===== config.mk =====
export PLATFORM = sky130hd
export DESIGN_NAME = jt12_regwr
export DESIGN_NICKNAME = d
export VERILOG_FILES = /design/src/rtl/jt12_regwr.sv
export SDC_FILE = /design/constraint.sdc
export NUM_CORES = 1
export LEC_CHECK = 0
export ABC_AREA = 1
export BUFFER_PORTS_ARGS = -buffer_cell sky130_fd_sc_hd__buf_4
export CORE_AREA = 2 2 121 100
export DETAILED_ROUTE_END_ITERATION = 16
export DIE_AREA = 0 0 123 102
export PLACE_DENSITY = 0.59
export SLEW_MARGIN = 10
export SYNTH_ARGS = -nofsm -noshare
export SYNTH_HDL_FRONTEND = slang
export SYNTH_SLANG_ARGS = --single-unit

===== constraint.sdc =====
create_clock -name clk -period 2 [get_ports clk]
set_input_delay 0.2 -clock clk [delete_from_list [all_inputs] [get_ports clk]]
set_output_delay 0.2 -clock clk [all_outputs]
set_load 0.005 [all_outputs]

===== src/rtl/jt12_regwr.sv =====
// jt12_regwr: YM2612 bus write front-end; decodes data writes into a strobe held for SLOTS clk_en ticks.
// Define JT12_REGWR_QUEUE_EN to buffer one data write that arrives while a strobe window is open.
module jt12_regwr #(
    parameter int SLOTS = 24
) (
    input  logic        clk,
    input  logic        rst_n,
    input  logic        clk_en,
    input  logic        cs_n,
    input  logic        wr_n,
    input  logic [1:0]  addr,
    input  logic [7:0]  din,
    output logic        busy,
    output logic [2:0]  ch,
    output logic [1:0]  op,
    output logic [7:0]  dout,
    output logic        up_keyon,
    output logic        up_alg,
    output logic        up_fnumlo,
    output logic        up_pms,
    output logic        up_dt1,
    output logic        up_tl,
    output logic        up_ks_ar,
    output logic        up_amen_dr,
    output logic        up_sr,
    output logic        up_sl_rr,
    output logic        up_ssgeg,
    output logic [5:0]  latch_fnum,
    output logic        effect,
    output logic        csm,
    output logic [10:0] fnum_ch3op1,
    output logic [10:0] fnum_ch3op2,
    output logic [10:0] fnum_ch3op3,
    output logic [2:0]  block_ch3op1,
    output logic [2:0]  block_ch3op2,
    output logic [2:0]  block_ch3op3
);
    logic        r_req, r_req_d, r_part;
    logic [1:0]  r_addr;
    logic [7:0]  r_din, r_reg;
    logic [4:0]  r_cnt;
    logic [5:0]  r_latch_ch3;
    logic [10:0] r_up;
    logic        w_event, w_addr_wr, w_data_wr, w_end, w_start, w_s_part, w_chok, w_glob;
    logic [7:0]  w_s_reg, w_s_din;
    logic [10:0] w_up;

    assign w_event   = r_req & ~r_req_d;
    assign w_addr_wr = w_event & ~r_addr[0];
    assign w_data_wr = w_event & r_addr[0];
    assign w_end     = busy & clk_en & (r_cnt == 5'(SLOTS - 1));

    always_ff @(posedge clk or negedge rst_n) begin
        if (!rst_n) begin
            r_req   <= 1'b0;
            r_req_d <= 1'b0;
            r_addr  <= '0;
            r_din   <= '0;
        end else begin
            r_req   <= ~cs_n & ~wr_n;
            r_req_d <= r_req;
            r_addr  <= addr;
            r_din   <= din;
        end
    end

    always_ff @(posedge clk or negedge rst_n) begin
        if (!rst_n) begin
            r_reg  <= '0;
            r_part <= 1'b0;
        end else if (w_addr_wr) begin
            r_reg  <= r_din;
            r_part <= r_addr[1];
        end
    end

`ifdef JT12_REGWR_QUEUE_EN
    logic       r_pend, r_pend_part, w_issue;
    logic [7:0] r_pend_reg, r_pend_din;

    assign w_issue  = w_end & r_pend;
    assign w_start  = w_issue | (w_data_wr & ~r_pend & (~busy | w_end));
    assign w_s_reg  = w_issue ? r_pend_reg  : r_reg;
    assign w_s_part = w_issue ? r_pend_part : r_part;
    assign w_s_din  = w_issue ? r_pend_din  : r_din;

    // The entry snapshots reg/part so later address writes cannot retarget it.
    always_ff @(posedge clk or negedge rst_n) begin
        if (!rst_n) begin
            r_pend      <= 1'b0;
            r_pend_part <= 1'b0;
            r_pend_reg  <= '0;
            r_pend_din  <= '0;
        end else if (w_issue) begin
            r_pend <= 1'b0;
        end else if (w_data_wr && busy && !w_end && !r_pend) begin
            r_pend      <= 1'b1;
            r_pend_part <= r_part;
            r_pend_reg  <= r_reg;
            r_pend_din  <= r_din;
        end
    end
`else
    assign w_start  = w_data_wr & (~busy | w_end);
    assign w_s_reg  = r_reg;
    assign w_s_part = r_part;
    assign w_s_din  = r_din;
`endif

    assign w_chok = w_s_reg[1:0] != 2'd3;
    assign w_glob = ~w_s_part;
    assign w_up = {
        w_glob && w_s_reg == 8'h28,
        w_chok && w_s_reg[7:2] == 6'h2C,
        w_chok && w_s_reg[7:2] == 6'h28,
        w_chok && w_s_reg[7:2] == 6'h2D,
        w_chok && w_s_reg[7:4] == 4'h3,
        w_chok && w_s_reg[7:4] == 4'h4,
        w_chok && w_s_reg[7:4] == 4'h5,
        w_chok && w_s_reg[7:4] == 4'h6,
        w_chok && w_s_reg[7:4] == 4'h7,
        w_chok && w_s_reg[7:4] == 4'h8,
        w_chok && w_s_reg[7:4] == 4'h9
    };
    assign {up_keyon, up_alg, up_fnumlo, up_pms, up_dt1, up_tl,
            up_ks_ar, up_amen_dr, up_sr, up_sl_rr, up_ssgeg} = r_up;

    always_ff @(posedge clk or negedge rst_n) begin
        if (!rst_n) begin
            busy  <= 1'b0;
            r_cnt <= '0;
            r_up  <= '0;
            ch    <= '0;
            op    <= '0;
            dout  <= '0;
        end else if (w_start) begin
            busy  <= 1'b1;
            r_cnt <= '0;
            r_up  <= w_up;
            ch    <= {w_s_part, w_s_reg[1:0]};
            op    <= w_s_reg[3:2];
            dout  <= w_s_din;
        end else if (w_end) begin
            busy <= 1'b0;
            r_up <= '0;
        end else if (busy && clk_en) begin
            r_cnt <= r_cnt + 5'd1;
        end
    end

    always_ff @(posedge clk or negedge rst_n) begin
        if (!rst_n) begin
            latch_fnum   <= '0;
            r_latch_ch3  <= '0;
            effect       <= 1'b0;
            csm          <= 1'b0;
            fnum_ch3op1  <= '0;
            fnum_ch3op2  <= '0;
            fnum_ch3op3  <= '0;
            block_ch3op1 <= '0;
            block_ch3op2 <= '0;
            block_ch3op3 <= '0;
        end else if (w_start) begin
            if (w_chok && w_s_reg[7:2] == 6'h29)
                latch_fnum <= w_s_din[5:0];
            if (w_chok && w_s_reg[7:2] == 6'h2B)
                r_latch_ch3 <= w_s_din[5:0];
            if (w_glob && w_s_reg == 8'hA8)
                {block_ch3op3, fnum_ch3op3} <= {r_latch_ch3, w_s_din};
            if (w_glob && w_s_reg == 8'hA9)
                {block_ch3op1, fnum_ch3op1} <= {r_latch_ch3, w_s_din};
            if (w_glob && w_s_reg == 8'hAA)
                {block_ch3op2, fnum_ch3op2} <= {r_latch_ch3, w_s_din};
            if (w_glob && w_s_reg == 8'h27) begin
                effect <= |w_s_din[7:6];
                csm    <= w_s_din[7:6] == 2'b10;
            end
        end
    end
endmodule


==> metrics <==
critical path cell sequence nand2_1 > inv_2 > nand3_4 > nand2_8 > nand2_4 > buf_12 > nand2_1 > o21ai_0; Layout Skew 0.0108 ns; clock share of power 33.0%; Syn Nets 488; CTS buffer count 9; worst setup path class flop to flop; Detailed Route WL 11000 um; Fill cells 1074; cell mode on critical path nand2_1; DRC viols 0; final period utilization 92.5%; slowest CP cell dfrtp_1; num rows 35; synthesis-to-layout area growth 28.8%; Sw Ratio 27.7%; worst path arrival time 2.07 ns; Overflow after GRT 0; num ports 90; Non-Filler Instances 728; clk buf depth 2; crit-path leading delay family simple AND/OR/NAND/NOR gates; Worst Max-Slew Pin Slew 0.555 ns; CP bufs+invs 2; vias per std cell 4.82; switching power 1.48 mW; DRT iter0 DRCs 287; chip width 123 um; largest net degree at the start of global routing 44; CTS clk-pin slew, worst paths 0.06 ns; Synth Flop Type dfrtp_1; hpwl dp 7690 um; Die H 102 um; Final Max Tran Viols 0; TritonRoute pass-1 iters 4; combinational power share 17.5%; synth unique cells 30; antenna fix cells 0; Reg power frac 49.6%; H-tree depth 3; layout cell share with drive strength beyond 1 23.6%; peak per-stage delay on the critical path 0.56 ns; relative slew slack 62.9%; Core ar. 11300 um2; Final WS setup 0.151 ns; status finished clean; CTS tree yes; Post-Place Setup Slack 0.151 ns; Worst EP required 2.22 ns; CTS sink cnt 107; MaxCap Viol Count 0; clk_lat worst skew 0.35 ns; Worst Setup Start Kind flop; NumNets Final 592; internal power 3.86 mW; Worst Hold Class primary input to flop; Final Setup Violations 0; Mapped Avg Cell Area 9.37 um2; Period minus WS final 1.85 ns; Setup Buffers After CTS 0; Synth async-reset ratio 100%; number of synthesized flops with an enable pin 0; GRT Overall Usage 18.6%; Max Fclk 0.541 GHz; wire length per cell 15.0 um; Final Wtd Congestion 0.835; Initial Util 39.2%; first-pass GRT wire length 17700 um; number of vias in the routed layout 3511; clock root cell clkbuf_16; final hold vios 0; PD cells 938 nW/um2; Max FO, Critical Path 27; crit end category flop; Final ANT Viol Nets 0; Static Leak 3.05 nW; IO buf count 89; maximum vdd drop 655 uV; synthesized flop and latch total 107; die outline area 12500 um2; Mapped Area 4420 um2; vias in the first global route 3363; Gate Count Post-Synth 472; post-synthesis sequential area ratio 60.5%; initial antenna violation count 0; Placed Cells 700; Synth Warn # 0
through the flow:
step	area, um2	hold WS, ns	power (mW)	TNS (ns)	util (%)
detailed placement	5260	0.196	3.59	0	46.5
CTS	5680	0.302	5.39	0	50.3
global route	5700	0.320	5.66	-0.0400	50.5
floorplan	4420	-0.0956	3.13	0	-
finish	5700	0.321	5.35	0	50.5
global placement	5260	0.196	3.56	0	46.5
layout by cell type (no fill, tap or decap), drive strengths merged:
cell         synthesis  layout
xor2                 1       1
a21o                 1       1
nor3                 2       2
inv                 31      31
nor2                29      29
nand3               79      79
a21boi               1       1
o21bai               1       1
buf                 18      99
dlygate4sd3          0      13
nand4                3       3
clkinvlp             0       1
nand2              157     157
a31oi                1       1
ha                   1       1
o21ai               38      38
dfrtp              107     107
clkbuf               1      11
bufinv               0       1
a21oi                1       1
clkinv               0       2
cell families (layout without fill, tap and decap cells):
kind of cell               count (synthesis)  count (layout)  share of synthesized area (%)
DFF                                      107             107                           60.5
xor gates and xnor gates                   1               1                          0.198
and+or+nand+nor                          270             270                           27.3
adders and majority gates                  1               1                          0.283
AOI/OAI and AO/OA                         43              43                           5.83
buffers and inverters                     50             158                           5.91
per-layer routing:
layer  track usage [%]  vias to the layer above  wire length (um)
met5                 0                        -                 0
met4              4.98                        0               115
met3              4.30                       10               670
met2              27.7                       94              4970
met1              27.4                     1674              5200
li1                  -                     1733                 -
synthesized netlist by cell type, drive strengths merged, types with 2 or more instances:
| library cell | count | share of area (%) |
|---|---|---|
| nor3 | 2 | 0.23 |
| nand2 | 157 | 14 |
| nor2 | 29 | 3.3 |
| dfrtp | 107 | 61 |
| nand4 | 3 | 0.42 |
| buf | 18 | 3.2 |
| o21ai | 38 | 4.8 |
| nand3 | 79 | 9.6 |
| inv | 31 | 2.6 |
path summary, 6_finish.rpt:
kind                       startpoint        endpoint  slack, ns  cells past startpoint
setup / recovery                 busy         dout[5]       0.15                      8
hold / removal                 clk_en        r_cnt[4]       0.32                      5
setup reg to reg                 busy         dout[5]       0.15                      8
hold reg to reg                 r_req         r_req_d       0.40                      0
max in group asynchronous       rst_n        r_cnt[4]       1.04                      3
min in group asynchronous       rst_n  fnum_ch3op3[9]       0.36                      2
area by class of cell:
| class | instances | area (um2) | area share (%) |
|---|---|---|---|
| clock buffer | 11 | 243 | 4.26 |
| inverter | 31 | 116 | 2.04 |
| tap | 148 | 185 | 3.25 |
| clock inverter | 4 | 51.3 | 0.900 |
| sequential | 107 | 2680 | 47.0 |
| multi-input combinational | 315 | 1500 | 26.4 |
| timing repair buffer | 112 | 923 | 16.2 |
timing repair:
item                                   CTS  global route
endpoints found under the hold margin   44             0
hold buffers                            13             0
setup endpoints to repair                0            10
gates resized for setup                  0             3
tightest hold or removal path, cell delays in order:
cell and delay [ns]:
buf_4 0.08, nand2_1 0.05, inv_2 0.11, a31oi_1 0.09
nor2_1 0.09
power by group through the flow:
stage	clock (mW)	sequential [mW]	combinational, mW
2_1_floorplan	0	2.65	0.483
5_1_grt	1.91	2.68	1.06
3_5_place_dp	0	2.68	0.914
3_3_place_gp	0	2.67	0.893
6_report	1.76	2.65	0.934
4_1_cts	1.81	2.64	0.937
No activity file was read; power rests on OpenSTA's default activity.
